==> config.mk <==
export PLATFORM = sky130hd
export DESIGN_NAME = dlsc_pcie_s6_outbound_read_sched_flat
export DESIGN_NICKNAME = d
export VERILOG_FILES = /design/src/rtl/dlsc_pcie_s6_outbound_read_sched_if.sv /design/src/rtl/dlsc_pcie_s6_outbound_read_sched.sv /design/src/flat_wrapper.sv
export SDC_FILE = /design/constraint.sdc
export NUM_CORES = 1
export LEC_CHECK = 0
export ABC_CLOCK_PERIOD_IN_PS = 4500
export CAP_MARGIN = 20
export CELL_PAD_IN_SITES_DETAIL_PLACEMENT = 1
export CELL_PAD_IN_SITES_GLOBAL_PLACEMENT = 1
export CORE_MARGIN = 2
export CORE_UTILIZATION = 48
export DETAILED_ROUTE_END_ITERATION = 8
export DONT_BUFFER_PORTS = 1
export PLACE_DENSITY = 0.86
export SETUP_SLACK_MARGIN = 0.05
export SYNTH_ARGS = -nofsm -noshare
export SYNTH_HDL_FRONTEND = slang
export SYNTH_SLANG_ARGS = --single-unit
==> constraint.sdc <==
create_clock -name clk -period 4.5 [get_ports clk]
set_clock_uncertainty 0.15 [all_clocks]
set_input_delay 0.675 -clock clk [delete_from_list [all_inputs] [get_ports clk]]
set_output_delay 0.675 -clock clk [all_outputs]
set_load 0.01 [all_outputs]
==> src/rtl/dlsc_pcie_s6_outbound_read_sched_if.sv <==
// Command-side and header-side handshake bundle for the outbound read scheduler.
// master = scheduler, slave = requesters plus read allocator.
interface dlsc_pcie_s6_outbound_read_sched_if #(
    parameter int ADDR = 32,
    parameter int LEN  = 16,
    parameter int REQS = 2,
    parameter int SRCB = (REQS > 1) ? $clog2(REQS) : 1
);
    logic [REQS-1:0]          cmd_ready;
    logic [REQS-1:0]          cmd_valid;
    logic [REQS*(ADDR-2)-1:0] cmd_addr;
    logic [REQS*LEN-1:0]      cmd_len;
    logic [REQS-1:0]          cmd_done;
    logic                     busy;

    logic                     tlp_h_ready;
    logic                     tlp_h_valid;
    logic [ADDR-3:0]          tlp_h_addr;
    logic [9:0]               tlp_h_len;
    logic [SRCB-1:0]          tlp_h_src;
    logic                     tlp_h_last;

    modport master (
        output cmd_ready, cmd_done, busy,
        output tlp_h_valid, tlp_h_addr, tlp_h_len, tlp_h_src, tlp_h_last,
        input  cmd_valid, cmd_addr, cmd_len, tlp_h_ready
    );

    modport slave (
        input  cmd_ready, cmd_done, busy,
        input  tlp_h_valid, tlp_h_addr, tlp_h_len, tlp_h_src, tlp_h_last,
        output cmd_valid, cmd_addr, cmd_len, tlp_h_ready
    );
endinterface

==> src/rtl/dlsc_pcie_s6_outbound_read_sched.sv <==
// Round-robin read scheduler: grants one requester command, splits it into MRRS-aligned headers.
// Latency: accept -> first header 2 cycles; one bubble between headers; headers held while not ready.
module dlsc_pcie_s6_outbound_read_sched #(
    parameter int ADDR = 32,
    parameter int LEN  = 16,
    parameter int REQS = 2
) (
    input  logic       clk,
    input  logic       rst_n,
    input  logic       dma_en,
    input  logic [2:0] max_read_request,
    dlsc_pcie_s6_outbound_read_sched_if.master bus
);
    localparam int SRCB = (REQS > 1) ? $clog2(REQS) : 1;
    localparam int AW   = ADDR - 2;
    localparam int NW   = (LEN > 11) ? LEN : 11;

    typedef enum logic [1:0] {IDLE, SPLIT, ISSUE} state_t;

    state_t            state, state_nxt;
    logic [SRCB-1:0]   ptr;
    logic [SRCB-1:0]   grant;
    logic              grant_vld;
    logic [2*REQS-1:0] vld_rot;
    logic [REQS-1:0]   cmd_rdy;
    logic              accept;
    logic [AW-1:0]     addr_sel;
    logic [LEN-1:0]    len_sel;

    logic [AW-1:0]     addr_q;
    logic [LEN-1:0]    rem_q;
    logic [SRCB-1:0]   src_q;
    logic [10:0]       n_q;

    logic [10:0]       mrrs_dw;
    logic [9:0]        offs;
    logic [10:0]       room;
    logic [10:0]       n;

    logic              h_vld;
    logic [AW-1:0]     h_addr;
    logic [9:0]        h_len;
    logic [SRCB-1:0]   h_src;
    logic              h_last;
    logic [REQS-1:0]   done_q;
    logic              busy_q;

    // Rotate valids so bit 0 is the current highest-priority requester.
    always_comb begin
        vld_rot   = {bus.cmd_valid, bus.cmd_valid} >> ptr;
        grant     = '0;
        grant_vld = 1'b0;
        for (int k = 0; k < REQS; k++) begin
            if (!grant_vld && vld_rot[k]) begin
                grant_vld = 1'b1;
                grant     = SRCB'((int'(ptr) + k) % REQS);
            end
        end
    end

    assign addr_sel = bus.cmd_addr[int'(grant)*AW +: AW];
    assign len_sel  = bus.cmd_len[int'(grant)*LEN +: LEN];

    // Split size: never run past the next MRRS-aligned boundary.
    always_comb begin
        mrrs_dw = (max_read_request > 3'd5) ? 11'd32 : (11'd32 << max_read_request);
        offs    = addr_q[9:0] & (mrrs_dw[9:0] - 10'd1);
        room    = mrrs_dw - {1'b0, offs};
        n       = (NW'(rem_q) < NW'(room)) ? 11'(rem_q) : room;
    end

    always_comb begin
        state_nxt = state;
        cmd_rdy   = '0;
        accept    = 1'b0;
        case (state)
            IDLE: begin
                if (dma_en && grant_vld) begin
                    accept         = 1'b1;
                    cmd_rdy[grant] = 1'b1;
                    if (len_sel != '0) state_nxt = SPLIT;
                end
            end
            SPLIT: begin
                if (dma_en) state_nxt = ISSUE;
            end
            ISSUE: begin
                if (bus.tlp_h_ready) state_nxt = h_last ? IDLE : SPLIT;
            end
            default: state_nxt = IDLE;
        endcase
    end

    always_ff @(posedge clk or negedge rst_n) begin
        if (!rst_n) state <= IDLE;
        else        state <= state_nxt;
    end

    always_ff @(posedge clk or negedge rst_n) begin
        if (!rst_n) begin
            ptr    <= '0;
            addr_q <= '0;
            rem_q  <= '0;
            src_q  <= '0;
            n_q    <= '0;
            h_vld  <= 1'b0;
            h_addr <= '0;
            h_len  <= '0;
            h_src  <= '0;
            h_last <= 1'b0;
            done_q <= '0;
            busy_q <= 1'b0;
        end else begin
            done_q <= '0;
            if (accept) begin
                addr_q <= addr_sel;
                rem_q  <= len_sel;
                src_q  <= grant;
                ptr    <= (grant == SRCB'(REQS - 1)) ? '0 : grant + 1'b1;
                if (len_sel == '0) done_q <= REQS'(1) << grant;
                else               busy_q <= 1'b1;
            end
            if (state == SPLIT && dma_en) begin
                h_vld  <= 1'b1;
                h_addr <= addr_q;
                h_len  <= n[9:0];
                h_src  <= src_q;
                h_last <= (NW'(rem_q) == NW'(n));
                n_q    <= n;
            end
            if (state == ISSUE && bus.tlp_h_ready) begin
                h_vld  <= 1'b0;
                addr_q <= addr_q + AW'(n_q);
                rem_q  <= rem_q - LEN'(n_q);
                if (h_last) begin
                    done_q <= REQS'(1) << h_src;
                    busy_q <= 1'b0;
                end
            end
        end
    end

    assign bus.cmd_ready   = cmd_rdy;
    assign bus.cmd_done    = done_q;
    assign bus.busy        = busy_q;
    assign bus.tlp_h_valid = h_vld;
    assign bus.tlp_h_addr  = h_addr;
    assign bus.tlp_h_len   = h_len;
    assign bus.tlp_h_src   = h_src;
    assign bus.tlp_h_last  = h_last;
endmodule
==> src/flat_wrapper.sv <==
// flat-port wrapper written by rule: the top's interface ports become plain ports
module dlsc_pcie_s6_outbound_read_sched_flat 
#(
    parameter int ADDR = 32,
    parameter int LEN  = 16,
    parameter int REQS = 2
)
  (clk, rst_n, dma_en, max_read_request, bus_cmd_ready, bus_cmd_done, bus_busy, bus_tlp_h_valid, bus_tlp_h_addr, bus_tlp_h_len, bus_tlp_h_src, bus_tlp_h_last, bus_cmd_valid, bus_cmd_addr, bus_cmd_len, bus_tlp_h_ready);
  dlsc_pcie_s6_outbound_read_sched_if #(.ADDR(ADDR), .LEN(LEN), .REQS(REQS)) bus_i ();
  input  logic clk;
  input  logic rst_n;
  input  logic dma_en;
  input  logic [2:0] max_read_request;
  output wire logic [$bits(bus_i.cmd_ready)-1:0] bus_cmd_ready;
  output wire logic [$bits(bus_i.cmd_done)-1:0] bus_cmd_done;
  output wire logic [$bits(bus_i.busy)-1:0] bus_busy;
  output wire logic [$bits(bus_i.tlp_h_valid)-1:0] bus_tlp_h_valid;
  output wire logic [$bits(bus_i.tlp_h_addr)-1:0] bus_tlp_h_addr;
  output wire logic [$bits(bus_i.tlp_h_len)-1:0] bus_tlp_h_len;
  output wire logic [$bits(bus_i.tlp_h_src)-1:0] bus_tlp_h_src;
  output wire logic [$bits(bus_i.tlp_h_last)-1:0] bus_tlp_h_last;
  input wire logic [$bits(bus_i.cmd_valid)-1:0] bus_cmd_valid;
  input wire logic [$bits(bus_i.cmd_addr)-1:0] bus_cmd_addr;
  input wire logic [$bits(bus_i.cmd_len)-1:0] bus_cmd_len;
  input wire logic [$bits(bus_i.tlp_h_ready)-1:0] bus_tlp_h_ready;
  assign bus_cmd_ready = bus_i.cmd_ready;
  assign bus_cmd_done = bus_i.cmd_done;
  assign bus_busy = bus_i.busy;
  assign bus_tlp_h_valid = bus_i.tlp_h_valid;
  assign bus_tlp_h_addr = bus_i.tlp_h_addr;
  assign bus_tlp_h_len = bus_i.tlp_h_len;
  assign bus_tlp_h_src = bus_i.tlp_h_src;
  assign bus_tlp_h_last = bus_i.tlp_h_last;
  assign bus_i.cmd_valid = bus_cmd_valid;
  assign bus_i.cmd_addr = bus_cmd_addr;
  assign bus_i.cmd_len = bus_cmd_len;
  assign bus_i.tlp_h_ready = bus_tlp_h_ready;
  dlsc_pcie_s6_outbound_read_sched #(.ADDR(ADDR), .LEN(LEN), .REQS(REQS)) u_core (.clk(clk), .rst_n(rst_n), .dma_en(dma_en), .max_read_request(max_read_request), .bus(bus_i));
endmodule
==> results.md, run 1 <==
* Outcome: completed
* Hold Vio Cnt, Final at 0
* Setup violations, final at 0
* Area Overhead vs Synth at 6.32%
* GRT overflow at 0
* Minimum clock period at 4.11 ns
* Crit path DAT at around 4.2 ns
* Synth cell count leaders: nand2_1, dfrtp_1, o21ai_0, a21oi_1, nor2_1
* Die height at between 100 and 150 um
* Total Wirelength at about 21000 um
* Area of the core at 0.0138 mm^2
* Crit path required time at 4.55 ns
* Site Rows at 43
* Number of fill cells at about 1600
* Post-route DRC at 0
* Root Driver: clkbuf_16
* Most common cell in the synthesized netlist: nand2_1
* CP max stage delay at around 0.36 ns
* Initial antenna violation count at 0
* Switching portion of total power at 47.7%
* WS Path Type: input port to flip-flop
* Average wire per standard cell at 22.4 um
* Clk sinks at 97
* CTS tree: done
* Synthesized area at 0.00677 mm^2
* Htree depth at 3
* # nets final at 899
* Final ANT Viol Nets at 0
* Yosys warning total at 0
* Peak supply drop at 0.358 mV
* Syn_area_per_cell at 8.58 um^2
* DP HPWL at 15700 um
* #FFs+latches synth at 97
* Final TNS setup at 0 ns
* Max-Cap Viols at 0
* Overall Global Routing Usage at 29.1%
* Global-route wire length before repair at approximately 34000 um
* Layout cell share with drive strength beyond 1 at 9.15%
* Initial drt markers at approximately 370
* Largest net degree at the start of global routing at 98
* Register share of total power at 33.4%
* Worst Tran Pin Value at 1.03 ns
* Setup bufs post-CTS at 0
* Psw at 2.76 mW
* Tot Pwr at 5.78 mW
* Die width at around 120 um
* DR vias/cell at 6.25
* Achievable Freq at 243 MHz
* GPL Wtd Cong at just over 0.9
* CTS clk-pin slew, worst paths at around 0.070 ns
* Synth cell types at 70
* Pleak at 3.06 nW
* Final worst-path cycle share at 91.4%
* Min-delay worst type: input port to asynchronous set/reset pin
* Cell accounting for the most synthesized area: dfrtp_1
* Worst Path Max Fanout at 23
* Worst setup SP type: input port
* Seq/Total Area, Yosys at 35.9%
* Post-synth EDFFs at 0
* Die ar. at 0.0151 mm^2
* Clock power frac at 14.0%
* CTS Buffer Depth at 2
* Num CTS Buffers at 9
* CP Cell Sequence: and2_2 > nor2_1 > ha_2 > nand2b_1 > ha_1 > o21ai_1 > a311oi_4 > a21o_1 > a31oi_1 > o22ai_2 > ha_1 > nand4b_1 > nor2_1 > a2111oi_4 > buf_6 > nor2_1 > a21oi_1 > o21ai_0
* Cell Int Power at 3.03 mW
* Slew Limit Fails at 0
* RSZ-0062 raised after global routing: false
* Vias in the first global route at 6208
* Number of port buffers at 0
* Top FF cell, synth: dfrtp_1
* Logic pwr share at 52.6%
* Clk_lat worst skew at 0.35 ns
* Synth top area cells: dfrtp_1, nand2_1, ha_1
* Register Area at around 0.0024 mm^2
* Vias after detailed routing at roughly 5900
* Drt first pass iters at 4
* Ports at ~150
* Initial core utilization at approximately half
* Syn Inst Count at 789
* Yosys top cell area share at 35.9%
* Post-synth net total at 928
* Worst rel slew slack at 31.2%
* Multi-input logic area at between 0.004 and 0.005 mm^2
* CP endpoint kind: flip-flop
* Most common cell on crit path: nor2_1
* Async SR Flop Fraction at 100%
* N_diodes at 0
* PD cells at 803 mW/mm^2
* CP max-delay cell: ha_1
==> repair_timing <==
item / CTS / global route
resized for setup: 0 / 3
hold buffers: 1 / 0
endpoints found under the hold margin: 97 / 0
endpoints found under the setup margin: 0 / 11
==> per-stage QoR <==
stage | setup slack, ns | std cells | util [%] | hold WS, ns | area (um^2)
finish | 0.387 | 945 | 52.0 | 0.120 | 7200
global route | 0.0871 | 945 | 52.0 | 0.150 | 7200
CTS | 0.342 | 945 | 51.9 | 0.127 | 7180
detailed placement | -0.0139 | 928 | 49.5 | 0.231 | 6850
global placement | 0.194 | 928 | 49.5 | 0.233 | 6850
floorplan | 0.246 | 789 | - | 0.229 | 6770
==> cells by family after synthesis <==
family,Yosys count,share of synthesized area (%)
AND/OR/NAND/NOR,284,20.2
adder cells (fa/ha/maj),38,7.25
multiplexers,35,5.62
XOR/XNOR,39,5.05
AO/OA/AOI/OAI,208,20.4
flip-flops,97,35.9
buffers and inverters,88,5.67
==> layout by cell type (no fill, tap or decap), types with 3 or more instances in the layout <==
cell type | synthesis | final
a311oi_1 | 6 | 6
nor2_1 | 43 | 42
mux2i_1 | 11 | 11
nor2b_1 | 5 | 5
or2_1 | 3 | 3
inv_1 | 39 | 39
or4_1 | 3 | 3
buf_4 | 11 | 7
o31ai_1 | 5 | 5
ha_1 | 36 | 35
o21ai_0 | 58 | 57
nor4_1 | 7 | 7
o211ai_1 | 13 | 13
a32o_1 | 3 | 3
nand2_1 | 122 | 122
nand4_1 | 10 | 10
or3_1 | 4 | 4
nand3_1 | 32 | 32
a211oi_1 | 11 | 11
o221ai_1 | 4 | 4
xor2_1 | 12 | 12
o21ai_1 | 3 | 3
nor3b_1 | 3 | 3
nor3_2 | 2 | 3
clkbuf_16 | 0 | 9
a31oi_1 | 5 | 5
nand2b_1 | 13 | 13
a21o_1 | 8 | 8
a21oi_1 | 51 | 51
o31a_1 | 3 | 3
and3_1 | 17 | 17
a31o_2 | 3 | 3
xnor2_1 | 27 | 27
o21a_1 | 9 | 9
nor3_1 | 11 | 10
mux2_2 | 24 | 24
dfrtp_1 | 97 | 97
==> registers in the layout, indices dropped and copies added (netlist names) <==
signal                  flops
u_core.src_q                1
u_core.rem_q               16
u_core.bus.cmd_done         2
u_core.bus.tlp_h_src        1
u_core.ptr                  1
u_core.bus.tlp_h_len        9
u_core.bus.tlp_h_last       1
u_core.n_q                  2
u_core.state                2
u_core.bus.tlp_h_addr      30
u_core.bus.tlp_h_valid      1
u_core.bus.busy             1
u_core.addr_q              30
==> worst max-delay path: cells and delay by family <==
family                     cells  cell delay, ns
AOI/OAI and AO/OA              8            1.59
adders and majority gates      3            0.93
buffers and inverters          1            0.24
and+or+nand+nor                6            0.72
==> layer usage <==
layer,vias up,global-route usage [%],part of all wire (%)
met2,177,48.6,49
met1,2938,37.3,43
met4,0,11.4,2.7
met5,-,0,0
li1,2756,-,-
met3,38,5.20,5.4
==> layout make-up <==
type,count,share of cell area (%)
Multi-Input combinational cell,604,55.6
Inverter,39,2.03
Clock buffer,11,3.37
Sequential cell,97,33.7
Clock inverter,5,0.869
Timing Repair Buffer,9,1.27
Tap cell,180,3.13
==> worst paths after layout <==
kind,end,from,cells past startpoint,slack [ns]
hold / removal,u_core.bus.tlp_h_addr[24],rst_n,1,0.12
hold reg to reg,u_core.src_q,u_core.src_q,1,0.34
max in group asynchronous,u_core.addr_q[6],rst_n,1,3.72
setup / recovery,u_core.bus.tlp_h_len[8],max_read_request[1],18,0.39
setup reg to reg,u_core.bus.tlp_h_len[8],u_core.addr_q[2],13,0.71
min in group clk,u_core.state[1],bus_tlp_h_ready,1,0.30
==> power by group through the flow <==
stage | clock network [mW] | registers, mW | logic [mW]
detailed placement | 0 | 1.94 | 2.97
CTS | 0.820 | 1.93 | 3.03
global placement | 0 | 1.91 | 2.79
floorplan | 0 | 1.68 | 2.43
global route | 0.854 | 2.00 | 3.42
finish | 0.810 | 1.93 | 3.04
Note: power is estimated with default switching activity, not from simulation.
==> inputs of run 2 (changes only) <==
--- a/config.mk
+++ b/config.mk
@@ -13,6 +13,7 @@
 export CORE_UTILIZATION = 48
 export DETAILED_ROUTE_END_ITERATION = 8
 export DONT_BUFFER_PORTS = 1
+export HOLD_SLACK_MARGIN = 0.05
 export PLACE_DENSITY = 0.86
 export SETUP_SLACK_MARGIN = 0.05
 export SYNTH_ARGS = -nofsm -noshare
==> results of run 2 <==
The final DEF is identical to that of run 1; final timing and power are the same.
==> inputs of run 3 (changes only) <==
--- a/config.mk
+++ b/config.mk
@@ -8,13 +8,13 @@
 export ABC_CLOCK_PERIOD_IN_PS = 4500
 export CAP_MARGIN = 20
 export CELL_PAD_IN_SITES_DETAIL_PLACEMENT = 1
-export CELL_PAD_IN_SITES_GLOBAL_PLACEMENT = 1
+export CELL_PAD_IN_SITES_GLOBAL_PLACEMENT = 2
 export CORE_MARGIN = 2
-export CORE_UTILIZATION = 48
+export CORE_UTILIZATION = 38
 export DETAILED_ROUTE_END_ITERATION = 8
 export DONT_BUFFER_PORTS = 1
 export HOLD_SLACK_MARGIN = 0.05
-export PLACE_DENSITY = 0.86
+export PLACE_DENSITY = 0.85
 export SETUP_SLACK_MARGIN = 0.05
 export SYNTH_ARGS = -nofsm -noshare
 export SYNTH_HDL_FRONTEND = slang
==> run 3 against run 2 <==
  * Global-route usage shrank 5.3 points
  * Non-clock buffer count is 3 higher
  * Die area is 25% higher
  * Final area grew 0.87%
  * Worst setup slack gained 0.035 ns
  * Sequential power barely moved
  * Fmax increased by 0.86%
  * Routed wire length increased by 2.4%
  * Core utilization is 10 points lower
  * Clock power shrank 2%
  * Critical endpoint is now u_core.bus.tlp_h_len[0]
==> results.md, run 3 (synthesized netlist as in run 1, its figures left out) <==
* Vias in the first global route at 6204
* Post-route DRC at 0
* Slew Limit Fails at 0
* CP endpoint kind: flip-flop
* Most common cell after layout, fill and taps aside: nand2_1
* # nets final at 902
* Vias after detailed routing at slightly below 6000
* Area of the core at 0.0174 mm^2
* CP max-delay cell: ha_1
* Min-delay worst type: input port to asynchronous set/reset pin
* Setup violations, final at 0
* Htree depth at 3
* Die height at 137 um
* Die width at 137 um
* WS Path Type: input port to flip-flop
* Initial drt markers at 286
* Worst Tran Pin Value at 0.889 ns
* Outcome: completed
* Layout cell share with drive strength beyond 1 at 9.26%
* CTS Buffer Depth at 2
* Max-Cap Viols at 0
* Number of port buffers at 0
* Area Overhead vs Synth at 7.25%
* Final ANT Viol Nets at 0
* DP HPWL at 16300 um
* Hold_ws at 0.0496 ns
* Most common cell on crit path: ha_1
* Largest net degree at the start of global routing at 98
* Average wire per standard cell at between 20 and 25 um
* RSZ-0062 raised after global routing: false
* Hold Vio Cnt, Final at 0
* CTS clk-pin slew, worst paths at approximately 0.070 ns
* GRT overflow at 0
* CP top delay family: compound AO/OA/AOI/OAI gates
* Pleak at 3.07 nW
* GPL Wtd Cong at around 0.88
* Achievable Freq at 245 MHz
* Placed cells at 976
* Clk sinks at 97
* DR vias/cell at 5.88
* Bufs and invs on worst path at 1
* Site Rows at 48
* Setup bufs post-CTS at 0
* Drt first pass iters at 4
* Post-Route Utilization at 41.8%
* Peak supply drop at 0.274 mV
* R2r setup slk at 0.77 ns
* Root Driver: clkbuf_16
* Initial core utilization at about two fifths
* Final worst-path cycle share at between 90% and 100%
* Final std cells w/o fill at 992
* CTS tree: done
* Most frequent cells in the layout: nand2_1, dfrtp_1, o21ai_0
* Die ar. at 0.0189 mm^2
* PD cells at 795 mW/mm^2
* Clk_lat worst skew at 0.36 ns
* Crit path DAT at slightly above 4 ns
* Crit path required time at 4.56 ns
* Minimum clock period at ~4.1 ns
* Total Wirelength at 21700 um
* Initial antenna violation count at 0
* Overall Global Routing Usage at 23.8%
* Tot Pwr at approximately 5.8 mW
* Worst setup SP type: input port
* Ports at 149
* Global-route wire length before repair at roughly 34000 um
* Worst rel slew slack at 40.2%
* CP Cell Sequence: and2b_1 > nand2b_1 > ha_1 > nand2b_1 > ha_1 > nand3_1 > a311oi_4 > a21o_1 > a31oi_1 > o22ai_2 > ha_1 > nand4b_1 > nor2_1 > a2111oi_4 > buf_4 > nor2_1 > a21oi_1 > o21ai_0
* CP max stage delay at between 0.3 and 0.4 ns
* Worst Path Max Fanout at 11
* Num CTS Buffers at 9
* Number of fill cells at about 2000
* N_diodes at 0
==> run 3: changes by cell type in the layout (fill, tap and decap cells not counted) <==
cell and change:
ha_2 -1, buf_4 +3, nor3b_1 -1, ha_1 +1, nor3b_2 +1, clkinv_4 -1
clkbuf_1 +1, clkbuf_8 -1
==> run 3: routing by layer <==
layer  track usage, %  wire length [um]  up-vias
li1                 -                 -     2762
met1             31.1              9700     2900
met2             39.9             10400      150
met3             4.53              1160       24
met4             6.93               397        0
met5                0                 0        -
==> run 3: worst paths after layout <==
path | startpoint | end | cells past startpoint
min reg2reg | u_core.src_q | u_core.src_q | 1
min in group clk | bus_tlp_h_ready | u_core.state[1] | 1
min | rst_n | u_core.src_q | 1
max in group asynchronous | rst_n | u_core.addr_q[16] | 1
max | max_read_request[2] | u_core.bus.tlp_h_len[0] | 18
max reg2reg | u_core.addr_q[1] | u_core.bus.tlp_h_len[0] | 16
==> run 3: layout make-up <==
type | count | area [um^2] | share of cell area (%)
well taps | 225 | 282 | 3.88
repair buffers | 12 | 114 | 1.57
inverters | 39 | 146 | 2.02
clock buffers | 11 | 233 | 3.21
clock inverters | 4 | 53.8 | 0.741
multi-input cells | 604 | 4000 | 55.2
flip-flops and latches | 97 | 2430 | 33.4
==> run 3: power by group <==
| part | leakage [nW] | total, mW | switching, mW | internal [mW] |
|---|---|---|---|---|
| clock network | 0.132 | 0.791 | 0.360 | 0.431 |
| registers | 1.13 | 1.95 | 0.662 | 1.29 |
| logic | 1.80 | 3.03 | 1.73 | 1.30 |
==> run 3: stage by stage <==
step	setup WS, ns	TNS, ns	area, um^2
2_1_floorplan	0.246	0	6770
6_report	0.422	0	7260
4_1_cts	0.377	0	7240
5_1_grt	0.0959	0	7260
3_5_place_dp	-0.00764	-0.0124	6930
3_3_place_gp	0.224	0	6930
==> run 3: worst register-to-register path: cells and delay by family, from the launching register on <==
family / cells / cell delay [ns]
compound gates: 7 / 1.47
fa+ha+maj: 2 / 0.51
simple gates: 5 / 0.63
flops: 1 / 0.43
buf+inv: 2 / 0.40
==> run 3: timing repair <==
item	4_1_cts	5_1_grt
endpoints found under the hold margin	97	0
hold buffers	1	0
gates resized for setup	0	3
endpoints found under the setup margin	0	8
